### src/rtl/alu_ctrl_if.sv
// Command and response handshake bundle between a requester and the alu_ctrl controller.
// The master modport is the requester side; the slave modport is the controller side.
interface alu_ctrl_if;
  logic       cmd_valid;
  logic       cmd_ready;
  logic [2:0] cmd_op;
  logic [3:0] cmd_a;
  logic [3:0] cmd_b;
  logic       rsp_valid;
  logic       rsp_ready;
  logic [3:0] rsp_data;
  logic       rsp_err;

  modport master (
    output cmd_valid, cmd_op, cmd_a, cmd_b, rsp_ready,
    input  cmd_ready, rsp_valid, rsp_data, rsp_err
  );

  modport slave (
    input  cmd_valid, cmd_op, cmd_a, cmd_b, rsp_ready,
    output cmd_ready, rsp_valid, rsp_data, rsp_err
  );
endinterface

### src/rtl/alu_ctrl.sv
// Command-side controller for a 4-bit combinational ALU: opcode translation, single-cycle ops,
// and a shift-add multiply sequenced through the ALU's ADD and SHL functions.
module alu_ctrl #(
  parameter bit MUL_EN = 1'b1
) (
  input  logic             clk,
  input  logic             rst,
  alu_ctrl_if.slave        ctrl_if,
  output logic [3:0]       alu_a_o,
  output logic [3:0]       alu_b_o,
  output logic [4:0]       alu_f_o,
  input  logic [3:0]       alu_y_i,
  output logic             busy_o
);

  typedef enum logic [2:0] {
    S_IDLE    = 3'd0,
    S_EXEC    = 3'd1,
    S_MUL_ADD = 3'd2,
    S_MUL_SHL = 3'd3,
    S_RESP    = 3'd4
  } state_e;

  localparam logic [4:0] F_ADD = 5'b00010;
  localparam logic [4:0] F_SHL = 5'b10000;

  state_e     state_q, state_d;
  logic [2:0] op_q, op_d;
  logic [3:0] a_q, a_d;       // operand A; doubles as the shifting multiplicand
  logic [3:0] b_q, b_d;       // operand B; doubles as the multiplier
  logic [3:0] acc_q, acc_d;
  logic [1:0] cnt_q, cnt_d;
  logic [3:0] rsp_data_q, rsp_data_d;
  logic       rsp_err_q, rsp_err_d;

  function automatic logic [4:0] map_op(input logic [2:0] op);
    logic [4:0] f;
    case (op)
      3'b000:  f = 5'b00010;
      3'b001:  f = 5'b00011;
      3'b010:  f = 5'b01000;
      3'b011:  f = 5'b01100;
      3'b100:  f = 5'b00000;
      3'b101:  f = 5'b10000;
      default: f = 5'b00000;
    endcase
    return f;
  endfunction

  // State and datapath registers with synchronous reset.
  always_ff @(posedge clk) begin
    if (rst) begin
      state_q    <= S_IDLE;
      op_q       <= 3'd0;
      a_q        <= 4'd0;
      b_q        <= 4'd0;
      acc_q      <= 4'd0;
      cnt_q      <= 2'd0;
      rsp_data_q <= 4'd0;
      rsp_err_q  <= 1'b0;
    end else begin
      state_q    <= state_d;
      op_q       <= op_d;
      a_q        <= a_d;
      b_q        <= b_d;
      acc_q      <= acc_d;
      cnt_q      <= cnt_d;
      rsp_data_q <= rsp_data_d;
      rsp_err_q  <= rsp_err_d;
    end
  end

  // Next-state and datapath update logic.
  always_comb begin
    state_d    = state_q;
    op_d       = op_q;
    a_d        = a_q;
    b_d        = b_q;
    acc_d      = acc_q;
    cnt_d      = cnt_q;
    rsp_data_d = rsp_data_q;
    rsp_err_d  = rsp_err_q;
    case (state_q)
      S_IDLE: begin
        if (ctrl_if.cmd_valid) begin
          op_d = ctrl_if.cmd_op;
          a_d  = ctrl_if.cmd_a;
          b_d  = ctrl_if.cmd_b;
          if ((ctrl_if.cmd_op == 3'b111) ||
              ((ctrl_if.cmd_op == 3'b110) && (MUL_EN == 1'b0))) begin
            rsp_data_d = 4'd0;
            rsp_err_d  = 1'b1;
            state_d    = S_RESP;
          end else if (ctrl_if.cmd_op == 3'b110) begin
            acc_d   = 4'd0;
            cnt_d   = 2'd0;
            state_d = S_MUL_ADD;
          end else begin
            state_d = S_EXEC;
          end
        end else begin
          state_d = S_IDLE;
        end
      end
      S_EXEC: begin
        rsp_data_d = alu_y_i;
        rsp_err_d  = 1'b0;
        state_d    = S_RESP;
      end
      S_MUL_ADD: begin
        acc_d   = alu_y_i;
        state_d = S_MUL_SHL;
      end
      S_MUL_SHL: begin
        a_d   = alu_y_i;
        cnt_d = cnt_q + 2'd1;
        if (cnt_q == 2'd3) begin
          rsp_data_d = acc_q;
          rsp_err_d  = 1'b0;
          state_d    = S_RESP;
        end else begin
          state_d = S_MUL_ADD;
        end
      end
      S_RESP: begin
        if (ctrl_if.rsp_ready) begin
          state_d = S_IDLE;
        end else begin
          state_d = S_RESP;
        end
      end
      default: begin
        state_d = S_IDLE;
      end
    endcase
  end

  // Output decode from state and registers only.
  always_comb begin
    alu_a_o            = 4'd0;
    alu_b_o            = 4'd0;
    alu_f_o            = 5'b00000;
    ctrl_if.cmd_ready  = (state_q == S_IDLE);
    ctrl_if.rsp_valid  = (state_q == S_RESP);
    ctrl_if.rsp_data   = rsp_data_q;
    ctrl_if.rsp_err    = rsp_err_q;
    busy_o             = (state_q != S_IDLE);
    case (state_q)
      S_EXEC: begin
        alu_a_o = a_q;
        alu_b_o = b_q;
        alu_f_o = map_op(op_q);
      end
      S_MUL_ADD: begin
        alu_a_o = acc_q;
        alu_b_o = b_q[cnt_q] ? a_q : 4'd0;
        alu_f_o = F_ADD;
      end
      S_MUL_SHL: begin
        alu_a_o = a_q;
        alu_b_o = 4'd0;
        alu_f_o = F_SHL;
      end
      default: begin
        alu_a_o = 4'd0;
        alu_b_o = 4'd0;
        alu_f_o = 5'b00000;
      end
    endcase
  end

endmodule

### src/flat_wrapper.sv
// flat-port wrapper written by rule: the top's interface ports become plain ports
module alu_ctrl_flat 
#(
  parameter bit MUL_EN = 1'b1
)
  (clk, rst, alu_a_o, alu_b_o, alu_f_o, alu_y_i, busy_o, ctrl_if_cmd_valid, ctrl_if_cmd_op, ctrl_if_cmd_a, ctrl_if_cmd_b, ctrl_if_rsp_ready, ctrl_if_cmd_ready, ctrl_if_rsp_valid, ctrl_if_rsp_data, ctrl_if_rsp_err);
  alu_ctrl_if ctrl_if_i ();
  input  logic clk;
  input  logic rst;
  output logic [3:0] alu_a_o;
  output logic [3:0] alu_b_o;
  output logic [4:0] alu_f_o;
  input  logic [3:0] alu_y_i;
  output logic busy_o;
  input wire logic [$bits(ctrl_if_i.cmd_valid)-1:0] ctrl_if_cmd_valid;
  input wire logic [$bits(ctrl_if_i.cmd_op)-1:0] ctrl_if_cmd_op;
  input wire logic [$bits(ctrl_if_i.cmd_a)-1:0] ctrl_if_cmd_a;
  input wire logic [$bits(ctrl_if_i.cmd_b)-1:0] ctrl_if_cmd_b;
  input wire logic [$bits(ctrl_if_i.rsp_ready)-1:0] ctrl_if_rsp_ready;
  output wire logic [$bits(ctrl_if_i.cmd_ready)-1:0] ctrl_if_cmd_ready;
  output wire logic [$bits(ctrl_if_i.rsp_valid)-1:0] ctrl_if_rsp_valid;
  output wire logic [$bits(ctrl_if_i.rsp_data)-1:0] ctrl_if_rsp_data;
  output wire logic [$bits(ctrl_if_i.rsp_err)-1:0] ctrl_if_rsp_err;
  assign ctrl_if_i.cmd_valid = ctrl_if_cmd_valid;
  assign ctrl_if_i.cmd_op = ctrl_if_cmd_op;
  assign ctrl_if_i.cmd_a = ctrl_if_cmd_a;
  assign ctrl_if_i.cmd_b = ctrl_if_cmd_b;
  assign ctrl_if_i.rsp_ready = ctrl_if_rsp_ready;
  assign ctrl_if_cmd_ready = ctrl_if_i.cmd_ready;
  assign ctrl_if_rsp_valid = ctrl_if_i.rsp_valid;
  assign ctrl_if_rsp_data = ctrl_if_i.rsp_data;
  assign ctrl_if_rsp_err = ctrl_if_i.rsp_err;
  alu_ctrl #(.MUL_EN(MUL_EN)) u_core (.clk(clk), .rst(rst), .ctrl_if(ctrl_if_i), .alu_a_o(alu_a_o), .alu_b_o(alu_b_o), .alu_f_o(alu_f_o), .alu_y_i(alu_y_i), .busy_o(busy_o));
endmodule
### config.mk
export PLATFORM = sky130hd
export DESIGN_NAME = alu_ctrl_flat
export DESIGN_NICKNAME = d
export VERILOG_FILES = /design/src/rtl/alu_ctrl_if.sv /design/src/rtl/alu_ctrl.sv /design/src/flat_wrapper.sv
export SDC_FILE = /design/constraint.sdc
export NUM_CORES = 1
export LEC_CHECK = 0
export CAP_MARGIN = 20
export CORE_MARGIN = 1.5
export CORE_UTILIZATION = 51
export DETAILED_ROUTE_END_ITERATION = 16
export GPL_TIMING_DRIVEN = 1
export PLACE_DENSITY_LB_ADDON = 0.1
export SKIP_LAST_GASP = 1
export SYNTH_ARGS = -nofsm -noshare
export SYNTH_HDL_FRONTEND = slang
export SYNTH_SLANG_ARGS = --single-unit
### constraint.sdc
create_clock -name clk -period 2.6 [get_ports clk]
set_input_delay 0.65 -clock clk [delete_from_list [all_inputs] [get_ports clk]]
set_output_delay 0.65 -clock clk [all_outputs]
set_load 0.005 [all_outputs]
==> impl_metrics.ini, run 1 <==
[final_layout]
drive_gt1_share_pct = 16.3
postLayoutCellArea_mm2 = 0.00192
finalNetCount = 224
n_antenna_cell = 0
fillers = 192
syn2layout_area_growth_pct = 36.6
finalNonFillerCells = 233

[sta]
finalHoldViolations = 0
fmax_mhz = 400
fin_crit_sh_pct = 96.2
tightest_slew_ns = 0.771
setup_violations = 0
slew_viol_final = 0
timing.final.ws_setup_ns = 0.0982
rsz0062_at_grt = yes
maxSlewHeadroom_pct = 47.8
post-route-min-period_ns = 2.50
finClkSkew_ns = 0.00702
hold_ws_ns = 0.492

[place]
placed_cell_area_mm2 = 0.00184
place_inst = 227
port_buffers = 39
place_hpwl_mm = 2.60
globalplace.congestion = 0.801
dp_slack_ns = 0.152

[min_path]
min-delay-start = u_core.ctrl_if.rsp_data[0]
hold_end = u_core.ctrl_if.rsp_data[0]
hold_path_class = flip-flop to flip-flop
hold_depth = 2

[critical_path]
cp_top_family = buffers and inverters
path_cells = buf_6 > nand2b_1 > nor4_2 > and2_1 > clkdlybuf4s50_1
crit_path_top_delay_cell = clkdlybuf4s50_1
rrSetupSlack_ns = 0.82
r2r_cells = 5
cp_max_fo = 18
critical_path.max_stage_delay_ns = 0.50
start_kind = flip-flop
critPathArrivalTime_ns = 1.85
cp.required_ns = 1.95
r2r-start = u_core.state_q[2]
crit_buf_inv = 2
reg2reg_to = u_core.ctrl_if.rsp_data[1]
path_class = flip-flop to primary output
crit_path_end_kind = primary output

[logic_synthesis]
synth_cells = 160
synth_nets = 180
ys_types = 38
synth-seq-cells = 25
synth_edf_count = 0
synthArstFlopShare_pct = 0
syn_area_mm2 = 0.00141
syn_area_per_cell_um2 = 8.79
ys.flop_type = dfxtp_1
yosysSeqAreaShare_pct = 35.6
ys_warn_count = 0

[route]
vias = 1304
drt-initial-drc-count = 31
wirelength_mm = 3.53
vias_per_cell = 5.60
antenna_left = 0
first_pass_iters = 4
drc = 0
wl_per_cell_um = 15.2

[clocking]
postCtsHoldBufs = 0
clkSlewWorstSetupHoldPaths_ns = 0.15
root_buffer = clkbuf_4
clock-sinks = 25
clk_latency_ns = 0.33
cts_tree = yes
cts_buffers = 3
clock_path_buffers = 2
ctsHtreeMaxLevel = 1

[global_routing]
grtUsageTotal_pct = 23.9
busiest_layer = met2
met3_usage_pct = 2.11
overflow = 0
grt_pass1_vias = 1310
use_met2_pct = 40.1
grt_pass1_wl_mm = 6.03
grt_antenna_before_repair = 0
grt_max_degree = 24
grtUsageMet1_pct = 33.4

[run_status]
status = completed

[die]
die_w_um = 55.5
start_util_pct = 55.3
io_pins = 40
die_area_mm2 = 0.00308
coreArea_mm2 = 0.00254
num_rows = 18
die_y_um = 55.5

[pwr]
ir_drop_mv = 0.394
p_leak_nw = 0.749
power_mw = 0.813
cellPowerDensity_mw_per_mm2 = 423

[job]
cap_violations = 0
-- state kept, by name, summed over array words and instances, names as in the netlist --
name	count
u_core.b_q	4
u_core.a_q	4
u_core.cnt_q	2
u_core.op_q	3
u_core.ctrl_if.rsp_err	1
u_core.acc_q	4
u_core.ctrl_if.rsp_data	4
u_core.state_q	3
-- how the worst max path moves through the flow --
stage	start	end	slack, ns	cells past startpoint
after floorplan	u_core.state_q[0]	alu_f_o[1]	0.60	3
after global placement	u_core.cnt_q[0]	alu_b_o[0]	0.22	4
after detailed placement	u_core.cnt_q[0]	alu_b_o[3]	0.15	4
after CTS	u_core.cnt_q[0]	alu_b_o[0]	-0.05	4
after global routing	u_core.state_q[0]	alu_f_o[2]	-0.005	5
final	u_core.state_q[0]	alu_f_o[2]	0.1	5
-- cell families after synthesis --
family / share of synthesized area, %
buf+inv: 5.87
simple gates: 26.1
flops: 35.6
fa+ha+maj: 0.890
compound gates: 16.1
mux: 15.5
-- worst reg2reg max path, delay by kind of cell (launching register included) --
kind | cells | cell delay (ns)
flops | 1 | 0.50
buf+inv | 2 | 0.47
compound gates | 1 | 0.43
mux | 1 | 0.26
simple gates | 1 | 0.07
-- per-layer routing --
layer | part of all wire (%) | vias to the layer above
met3 | 3.7 | 2
li1 | - | 662
met1 | 46 | 604
met5 | 0 | -
met4 | 0.54 | 0
met2 | 50 | 36
-- timing repair --
| item | in CTS | in global routing |
|---|---|---|
| buffers inserted | 2 | 0 |
| pin swaps | 0 | 0 |
| gates resized for setup | 14 | 4 |
| setup endpoints to repair | 7 | 3 |
-- Yosys cell counts (2+ instances only) --
cell,count,area [um2]
a211oi_1,7,52.6
a21oi_1,9,45.0
a22o_1,4,35.0
a22oi_1,2,15.0
a31oi_1,2,12.5
and2_1,2,12.5
buf_1,2,7.51
buf_2,3,15.0
buf_6,2,22.5
clkbuf_1,4,15.0
dfxtp_1,25,500
inv_1,6,22.5
mux2_2,4,45.0
mux2i_1,15,150
nand2_1,16,60.1
nand2b_1,7,43.8
nand3b_1,7,52.6
nor2_1,16,60.1
nor2b_1,2,12.5
nor3b_1,3,22.5
nor4_1,2,12.5
o21ai_0,4,20.0
-- final cells by class --
cell class                      count  area (um2)  share of cell area (%)
Tap cell                           30        37.5                    1.95
Clock inverter                      1        5.00                   0.261
Timing Repair Buffer               50         477                    24.8
Sequential cell                    25         507                    26.4
Clock buffer                        3        22.5                    1.17
Inverter                            6        22.5                    1.17
Multi-Input combinational cell    118         850                    44.2
-- placed cells by master (no fill, tap or decap), types with 5 or more instances in the layout --
master           synthesis  layout
nand3b_1                 7       7
dfxtp_2                  0       5
nand2_1                 16      16
mux2i_1                 15      15
buf_4                    0       9
clkdlybuf4s50_1          0      33
inv_1                    6       6
a211oi_1                 7       7
a21oi_1                  9       9
dlygate4sd2_1            0       5
dfxtp_1                 25      20
nand2b_1                 7       7
nor2_1                  16      15
-- where the power goes --
group | switching (mW) | total (mW) | internal (mW)
logic | 0.0914 | 0.207 | 0.115
registers | 0.0190 | 0.423 | 0.404
clock network | 0.125 | 0.183 | 0.0577
-- stage by stage --
step | util (%) | setup TNS (ns)
final | 75.5 | 0
after global routing | 75.5 | -0.00487
after CTS | 74.7 | -0.0498
after detailed placement | 72.4 | 0
after global placement | 72.4 | 0
after floorplan | - | 0
(Power assumes the default switching activity.)
==> run 2, diff against run 1 <==
--- a/config.mk
+++ b/config.mk
@@ -10,6 +10,7 @@
 export CORE_UTILIZATION = 51
 export DETAILED_ROUTE_END_ITERATION = 16
 export GPL_TIMING_DRIVEN = 1
+export HOLD_SLACK_MARGIN = 0.06
 export PLACE_DENSITY_LB_ADDON = 0.1
 export SKIP_LAST_GASP = 1
 export SYNTH_ARGS = -nofsm -noshare
==> results of run 2 <==
The final DEF is identical to that of run 1; final timing and power are the same.
==> run 3, diff against run 2 <==
--- a/config.mk
+++ b/config.mk
@@ -6,8 +6,10 @@
 export NUM_CORES = 1
 export LEC_CHECK = 0
 export CAP_MARGIN = 20
+export CELL_PAD_IN_SITES_DETAIL_PLACEMENT = 0
+export CELL_PAD_IN_SITES_GLOBAL_PLACEMENT = 1
 export CORE_MARGIN = 1.5
-export CORE_UTILIZATION = 51
+export CORE_UTILIZATION = 37
 export DETAILED_ROUTE_END_ITERATION = 16
 export GPL_TIMING_DRIVEN = 1
 export HOLD_SLACK_MARGIN = 0.06
==> run 3 against run 2 <==
Maximum frequency is 0.45% higher. Register-to-register slack about the same. Flip-flop and latch count unchanged. Sequential share of layout area is 0.55 points lower. Global-route usage shrank 6.0 points. Routed wire length grew 1.2%. Combinational power decreased by 2%.
==> impl_metrics.ini, run 3 (synthesis results as in run 1) <==
[global_routing]
grt_antenna_before_repair = 0
grt_max_degree = 24
grt_pass1_vias = 1182
grt_pass1_wl_mm = 5.78
grtUsageTotal_pct = 17.9
overflow = 0

[route]
drc = 0
wirelength_mm = 3.58
antenna_left = 0
met1_length_mm = 1.81
met3WireLength_um = 142
first_pass_iters = 4
drt-initial-drc-count = 73
wl_met2_mm = 1.57
wl_per_cell_um = 14.3
vias_per_cell = 5.28
top_layer = met4
vias = 1326

[place]
globalplace.congestion = 0.774
place_inst = 246
port_buffers = 39
place_hpwl_mm = 2.66

[critical_path]
crit_path_end_kind = primary output
critPathArrivalTime_ns = 1.84
path_class = flip-flop to primary output
cp.required_ns = 1.95
start_kind = flip-flop
cp_max_fo = 23

[sta]
maxSlewHeadroom_pct = 58.8
post-route-min-period_ns = 2.49
setup_violations = 0
finClkSkew_ns = 0.00760
hold_ws_ns = 0.483
fmax_mhz = 402
finalHoldViolations = 0
slew_viol_final = 0
fin_crit_sh_pct = 95.8
tightest_slew_ns = 0.619

[final_layout]
drive_gt1_share_pct = 12.8
seq_area_um2 = 503
finalNonFillerCells = 251
layout_common_cells = 34 x clkdlybuf4s50_1, 23 x dfxtp_1, 16 x nor2_1, 16 x nand2_1, 15 x mux2i_1
finalNetCount = 224
fillers = 341
syn2layout_area_growth_pct = 38.4
layout_commonest_cell = clkdlybuf4s50_1
n_antenna_cell = 0
multiInputGateArea_um2 = 835
finish.utilization_pct = 53.2

[min_path]
hold_path_class = flip-flop to flip-flop

[clocking]
root_buffer = clkbuf_8
cts_tree = yes
clock_path_buffers = 2
ctsHtreeMaxLevel = 1
clkSlewWorstSetupHoldPaths_ns = 0.09
cts_buffers = 3
postCtsHoldBufs = 0
clock-sinks = 25
clk_latency_ns = 0.27

[pwr]
p_clk_share_pct = 27.3
pwr-share-comb_pct = 23.7
p_sw_mw = 0.233
internal_power_mw = 0.626
switching_share_pct = 27.2
power_frac_seq_pct = 49.0
cellPowerDensity_mw_per_mm2 = 441
power_mw = 0.859
ir_drop_mv = 0.235
p_leak_nw = 0.788

[die]
io_pins = 40
start_util_pct = 38.4
die_w_um = 64.7
num_rows = 22
die_y_um = 64.7
die_area_mm2 = 0.00418
coreArea_mm2 = 0.00366

[run_status]
status = completed

[job]
cap_violations = 0
run 3: metrics by stage:
step / setup WS (ns) / TNS (ns) / cell area [um2]
after floorplan: 0.599 / 0 / 1410
after detailed placement: 0.0921 / 0 / 1870
after global placement: 0.239 / 0 / 1870
after CTS: -0.000200 / -0.000200 / 1930
final: 0.110 / 0 / 1950
after global routing: -0.00565 / -0.00565 / 1950
run 3: worst paths after layout:
kind / slack, ns / end / start / depth (start not counted)
min: 0.48 / u_core.ctrl_if.rsp_data[3] / u_core.ctrl_if.rsp_data[3] / 2
max: 0.11 / ctrl_if_cmd_ready / u_core.state_q[1] / 4
max reg2reg: 0.83 / u_core.ctrl_if.rsp_data[1] / u_core.state_q[1] / 5
min reg2reg: 0.48 / u_core.ctrl_if.rsp_data[3] / u_core.ctrl_if.rsp_data[3] / 2
run 3: area by class of cell:
| class | count | share of cell area, % |
|---|---|---|
| Sequential cell | 25 | 25.8 |
| Multi-Input combinational cell | 118 | 42.9 |
| Clock buffer | 4 | 2.31 |
| Timing Repair Buffer | 50 | 24.7 |
| Inverter | 6 | 1.16 |
| Tap cell | 48 | 3.08 |
run 3: critical path, cell delays in order, from the launching register on:
cell and delay [ns]:
dfxtp_1 0.36, buf_4 0.23, or3_1 0.43, inv_1 0.07
clkdlybuf4s50_1 0.48
run 3: metal layers:
metal  vias up  GRT usage (%)
met3         5           2.43
met5         -              0
met1       625           25.3
met2        31           27.3
li1        665              -
met4         0           7.18
run 3: power groups by stage:
stage | logic (mW) | clock network (mW) | registers, mW
after floorplan | 0.118 | 0 | 0.423
after global placement | 0.202 | 0 | 0.429
after detailed placement | 0.203 | 0 | 0.429
after CTS | 0.204 | 0.239 | 0.421
after global routing | 0.221 | 0.263 | 0.425
final | 0.203 | 0.235 | 0.421
run 3: repair_timing:
item                                    CTS  global route
resized for setup                         4             5
endpoints found under the hold margin     0             0
endpoints found under the setup margin    5             4
setup buffers                             1             0
